**src/rtl/gem_frame_tx.sv**
```systemverilog
// GEM link framer: one K-char separator (BC,F7,FB,FD cycle; FC on overflow) then FRAME_BYTES-1 payload bytes, MSB first.
// Outputs registered from next-state, one cycle after capture; payload_ready is the combinational capture strobe.
module gem_frame_tx #(
  parameter int         FRAME_BYTES = 10,
  parameter logic [7:0] IDLE_BYTE   = 8'hFF
) (
  input  logic                         clock,
  input  logic                         global_reset_n,
  input  logic                         enable,
  input  logic                         ttc_resync,
  input  logic [(FRAME_BYTES-1)*8-1:0] payload,
  input  logic                         payload_valid,
  input  logic                         overflow,
  output logic                         payload_ready,
  output logic [7:0]                   tx_data,
  output logic                         tx_kchar,
  output logic                         frame_start,
  output logic [15:0]                  frame_cnt,
  output logic [15:0]                  underrun_cnt
);
  localparam int            PW       = (FRAME_BYTES-1)*8;
  localparam int            IW       = $clog2(FRAME_BYTES);
  localparam logic [IW-1:0] LAST_IDX = IW'(FRAME_BYTES-1);
  localparam logic [7:0]    K_BC = 8'hBC;
  localparam logic [7:0]    K_F7 = 8'hF7;
  localparam logic [7:0]    K_FB = 8'hFB;
  localparam logic [7:0]    K_FD = 8'hFD;
  localparam logic [7:0]    K_FC = 8'hFC;

  typedef enum logic {ST_IDLE, ST_RUN} state_t;

  state_t        r_state, w_state_nxt;
  logic [IW-1:0] r_idx, w_idx_nxt;
  logic [1:0]    r_seq, w_seq_nxt, w_sep_seq;
  logic          r_pend, w_pend_nxt;
  logic          r_ovf, w_ovf_nxt;
  logic [PW-1:0] r_shift, w_shift_nxt;
  logic [7:0]    r_tx_data, w_data_nxt;
  logic          r_tx_kchar, w_kchar_nxt;
  logic          r_frame_start, w_fs_nxt;
  logic [15:0]   r_frame_cnt, w_fcnt_nxt;
  logic [15:0]   r_underrun_cnt, w_ucnt_nxt;
  logic          w_capture;

  assign w_capture     = enable && ((r_state == ST_IDLE) ||
                                    ((r_state == ST_RUN) && (r_idx == LAST_IDX)));
  assign payload_ready = w_capture;

  always_ff @(posedge clock or negedge global_reset_n) begin
    if (!global_reset_n) begin
      r_state        <= ST_IDLE;
      r_idx          <= '0;
      r_seq          <= 2'd0;
      r_pend         <= 1'b0;
      r_ovf          <= 1'b0;
      r_shift        <= '0;
      r_tx_data      <= K_BC;
      r_tx_kchar     <= 1'b1;
      r_frame_start  <= 1'b0;
      r_frame_cnt    <= 16'd0;
      r_underrun_cnt <= 16'd0;
    end else begin
      r_state        <= w_state_nxt;
      r_idx          <= w_idx_nxt;
      r_seq          <= w_seq_nxt;
      r_pend         <= w_pend_nxt;
      r_ovf          <= w_ovf_nxt;
      r_shift        <= w_shift_nxt;
      r_tx_data      <= w_data_nxt;
      r_tx_kchar     <= w_kchar_nxt;
      r_frame_start  <= w_fs_nxt;
      r_frame_cnt    <= w_fcnt_nxt;
      r_underrun_cnt <= w_ucnt_nxt;
    end
  end

  always_comb begin
    w_state_nxt = r_state;
    w_idx_nxt   = r_idx;
    w_seq_nxt   = r_seq;
    w_sep_seq   = r_seq;
    w_pend_nxt  = r_pend | ttc_resync;
    w_ovf_nxt   = r_ovf;
    w_shift_nxt = r_shift;
    w_data_nxt  = K_BC;
    w_kchar_nxt = 1'b1;
    w_fs_nxt    = 1'b0;
    w_fcnt_nxt  = r_frame_cnt;
    w_ucnt_nxt  = r_underrun_cnt;
    if (w_capture) begin
      w_state_nxt = ST_RUN;
      w_idx_nxt   = '0;
      w_pend_nxt  = 1'b0;
      if (payload_valid) begin
        w_shift_nxt = payload;
        w_ovf_nxt   = overflow;
      end else begin
        w_shift_nxt = {(FRAME_BYTES-1){IDLE_BYTE}};
        w_ovf_nxt   = 1'b0;
        if (r_underrun_cnt != 16'hFFFF) w_ucnt_nxt = r_underrun_cnt + 16'd1;
      end
      // A resync arriving on the capture cycle itself still restarts this frame at BC.
      if (r_pend || ttc_resync) w_sep_seq = 2'd0;
      w_seq_nxt  = w_sep_seq + 2'd1;
      w_fs_nxt   = 1'b1;
      w_fcnt_nxt = r_frame_cnt + 16'd1;
      if (w_ovf_nxt) begin
        w_data_nxt = K_FC;
      end else begin
        case (w_sep_seq)
          2'd0:    w_data_nxt = K_BC;
          2'd1:    w_data_nxt = K_F7;
          2'd2:    w_data_nxt = K_FB;
          default: w_data_nxt = K_FD;
        endcase
      end
    end else if (r_state == ST_RUN) begin
      if (r_idx == LAST_IDX) begin
        w_state_nxt = ST_IDLE;
        w_idx_nxt   = '0;
      end else begin
        w_idx_nxt   = r_idx + IW'(1);
        w_data_nxt  = r_shift[PW-1 -: 8];
        w_kchar_nxt = 1'b0;
        w_shift_nxt = r_shift << 8;
      end
    end
  end

  assign tx_data      = r_tx_data;
  assign tx_kchar     = r_tx_kchar;
  assign frame_start  = r_frame_start;
  assign frame_cnt    = r_frame_cnt;
  assign underrun_cnt = r_underrun_cnt;
endmodule
```
**config.mk**
```make
export PLATFORM = sky130hd
export DESIGN_NAME = gem_frame_tx
export DESIGN_NICKNAME = d
export VERILOG_FILES = /design/src/rtl/gem_frame_tx.sv
export SDC_FILE = /design/constraint.sdc
export NUM_CORES = 1
export LEC_CHECK = 0
export ABC_AREA = 1
export BUFFER_PORTS_ARGS = -buffer_cell sky130_fd_sc_hd__buf_2
export CAP_MARGIN = 20
export CORE_MARGIN = 1.5
export CORE_UTILIZATION = 55
export CTS_CLUSTER_DIAMETER = 80
export DETAILED_ROUTE_END_ITERATION = 7
export HOLD_SLACK_MARGIN = 0.1
export PLACE_DENSITY = 0.8
export SYNTH_ARGS = -nofsm -noshare
export SYNTH_HDL_FRONTEND = slang
export SYNTH_SLANG_ARGS = --single-unit
```
**constraint.sdc**
```tcl
create_clock -name clock -period 1.7 [get_ports clock]
set_input_delay 0.34 -clock clock [delete_from_list [all_inputs] [get_ports clock]]
set_output_delay 0.34 -clock clock [all_outputs]
set_load 0.03 [all_outputs]
```
==> results.yml <==
detailed_routing:
  vias_per_cell: 5.39
  drtIter0Drc: 381
  via_count: 5691
  drtPass1Iterations: 6
  drc: 0
  wl_per_cell_um: 15.5
  antenna_left: 0
  wl_um: 16400
cts:
  cts-root-buf: "clkbuf_8"
  clock_path_buffers: 2
  clk_latency_ns: 0.53
  htree_levels: 4
  numCtsBuffers: 17
  cts_tree: "built"
  clk_pin_slew_worst_paths_ns: 0.06
  cts.sinks: 122
floorplan:
  pin_count: 121
  core_mm2: 0.0102
  die-area_mm2: 0.0111
  die_h_um: 105
  dieWidth_um: 105
  initial_core_util: 0.561
  rows: 37
worst_setup_path:
  path_class: "reg2out"
  timing.rr.start: "r_idx[1]"
  end_kind: "output pin"
  worst_setup_path_start_kind: "register"
  cp_max_fo: 2
  worstPathArrival_ns: 1.53
  cp.required_ns: 1.36
  cp-startpoint: "r_idx[1]"
global_route:
  grt_pass1_vias: 5875
  grt_pass1_wl_um: 27200
  grt_antenna_before_repair: 0
  grt_max_degree: 73
  grt-ovfl-total: 0
  grt_usage: 0.316
min_path:
  hp-start: "payload_valid"
  hp-class: "in2reg"
yosys:
  synth_cells: 693
  synthMuxAreaShare: 0
  synth.yosys.seq_area_share: 0.533
  synth_xor_xnor_area_share: 0.0214
  synth-seq-cells: 122
  synth_top_family_by_area: "simple AND/OR/NAND/NOR gates"
  yosysTopAreaCell: "dfrtp_1"
  ys.warnings.count: 0
  synth_adder_area_share: 0.0153
  synth_cell_types: 30
  synth_area_leaders: "dfrtp_1, nand2_1, o21ai_0, nand3_1, inv_1"
  syn_nets: 778
  synth.top_cell.area_share: 0.506
  synthSimpleGateAreaFrac: 0.264
  syn_area_mm2: 0.00574
  avgSynthCellArea_um2: 8.28
  synth-compound-area-share: 0.101
timing:
  period_needed_ns: 1.87
  fmax_ghz: 0.536
  drv_slew: 0
  clock_skew_ns: 0.00710
  whs_ns: 0.183
  setup_viol: 1
  setup_slack_ns: -0.166
  relSlewSlack: 0.674
  period_share: 1.10
  finalHoldViolCount: 0
  rsz0062_at_grt: "true"
  worst_pin_slew_ns: 0.489
cells_and_area:
  drive_above_1_share: 0.227
  syn_to_final_growth_pct: 40.6
  fin_area_mm2: 0.00807
  diodes: 0
  mostFrequentLayoutCells: "nand2_1, buf_2, dfrtp_1"
  layout_commonest_cell: "nand2_1"
  nNetsFinal: 991
placed_design:
  placed_area_mm2: 0.00656
  gp_congestion: 0.838
  post-dp-hpwl_um: 9190
  port_buffers: 120
power:
  power_density_mw_per_mm2: 1470
  power_leakage_nw: 4.05
  ir_drop_v: 0.000894
job:
  cap_violations: 0
outcome:
  status: "complete, but fails checks"
  violations: "negative setup slack"
-- area by class of cell --
type / instances / area (um2)
Clock buffer: 25 / 484
Clock inverter: 7 / 113
Fill cell: 657 / 2160
Inverter: 49 / 191
Multi-Input combinational cell: 489 / 2340
Sequential cell: 122 / 3060
Tap cell: 136 / 170
Timing Repair Buffer: 227 / 1710
-- report_power, final --
part / internal, mW / total (mW) / switching, mW
Combinational: 1.47 / 3.77 / 2.30
Clock: 2.38 / 3.63 / 1.25
Sequential: 3.90 / 4.48 / 0.582
-- kinds of logic (layout without fill, tap and decap cells) --
| logic type | Yosys count | in the layout |
|---|---|---|
| and+or+nand+nor | 358 | 358 |
| DFF | 122 | 122 |
| AOI/OAI and AO/OA | 110 | 110 |
| buffers and inverters | 82 | 308 |
| xor gates and xnor gates | 14 | 14 |
| adders and majority gates | 7 | 7 |
-- synth_stat cells --
master and number:
or2_2 4, nand3b_1 5, nor2_1 35, nand3_1 71, nor2_2 7, o211ai_1 8, dfrtp_1 116, buf_4 3
clkbuf_1 17, nand2_2 2, xnor2_1 2, nand2_1 226, inv_2 5, a21oi_1 2, clkinv_1 1, o22ai_1 2
xor2_1 12, inv_1 43, nand3_2 1, o31ai_1 1, or2_1 1, o21ai_1 16, nand2_4 1, ha_1 7
a31oi_1 2, o21ai_0 79, dfstp_2 6, nand4_1 5, buf_2 6, buf_6 7
-- registers in the layout, indices dropped and copies added (netlist names) --
register / flops
r_seq: 2
r_state: 1
frame_start: 1
tx_data: 8
tx_kchar: 1
underrun_cnt: 16
frame_cnt: 16
r_shift: 72
r_pend: 1
r_idx: 4
-- layer usage --
layer	wire, um	GRT usage	part of all wire
met5	0	0	0
met4	523	0.156	0.032
met3	889	0.0705	0.054
met2	8440	0.545	0.52
met1	6520	0.371	0.40
-- what timing repair did --
item	CTS	global route
cloned	0	1
setup buffers	4	6
setup endpoints to repair	1	74
pin swaps	3	4
hold buffers	76	0
endpoints found under the hold margin	102	0
resized for setup	9	9
-- worst paths after layout --
path | to | slack (ns) | depth (start not counted)
setup / recovery | payload_ready | -0.17 | 7
hold / removal | tx_data[1] | 0.18 | 4
setup reg to reg | r_shift[66] | 0.01 | 11
hold reg to reg | tx_data[7] | 0.48 | 1
max in group asynchronous | tx_kchar | 0.78 | 3
min in group asynchronous | r_shift[53] | 0.31 | 2
-- worst max-delay path, stage by stage (launching register included) --
cell,delay [ns]
dfrtp_1,0.39
inv_2,0.08
ha_4,0.13
nand3_4,0.06
nand2_4,0.08
nand2_4,0.06
inv_4,0.06
buf_6,0.13
-- through the flow --
| stage | instances | total power [mW] | setup TNS, ns | worst slack [ns] | utilization |
|---|---|---|---|---|---|
| 2_1_floorplan | 693 | 6.70 | 0 | 0.0701 | - |
| 3_3_place_gp | 937 | 7.59 | 0 | 0.113 | 0.641 |
| 3_5_place_dp | 937 | 7.76 | 0 | 0.0428 | 0.641 |
| 4_1_cts | 1049 | 11.7 | -0.203 | -0.203 | 0.780 |
| 5_1_grt | 1055 | 12.5 | -2.32 | -0.216 | 0.789 |
| 6_report | 1055 | 11.9 | -0.166 | -0.166 | 0.789 |
No activity file was read; power rests on OpenSTA's default activity.
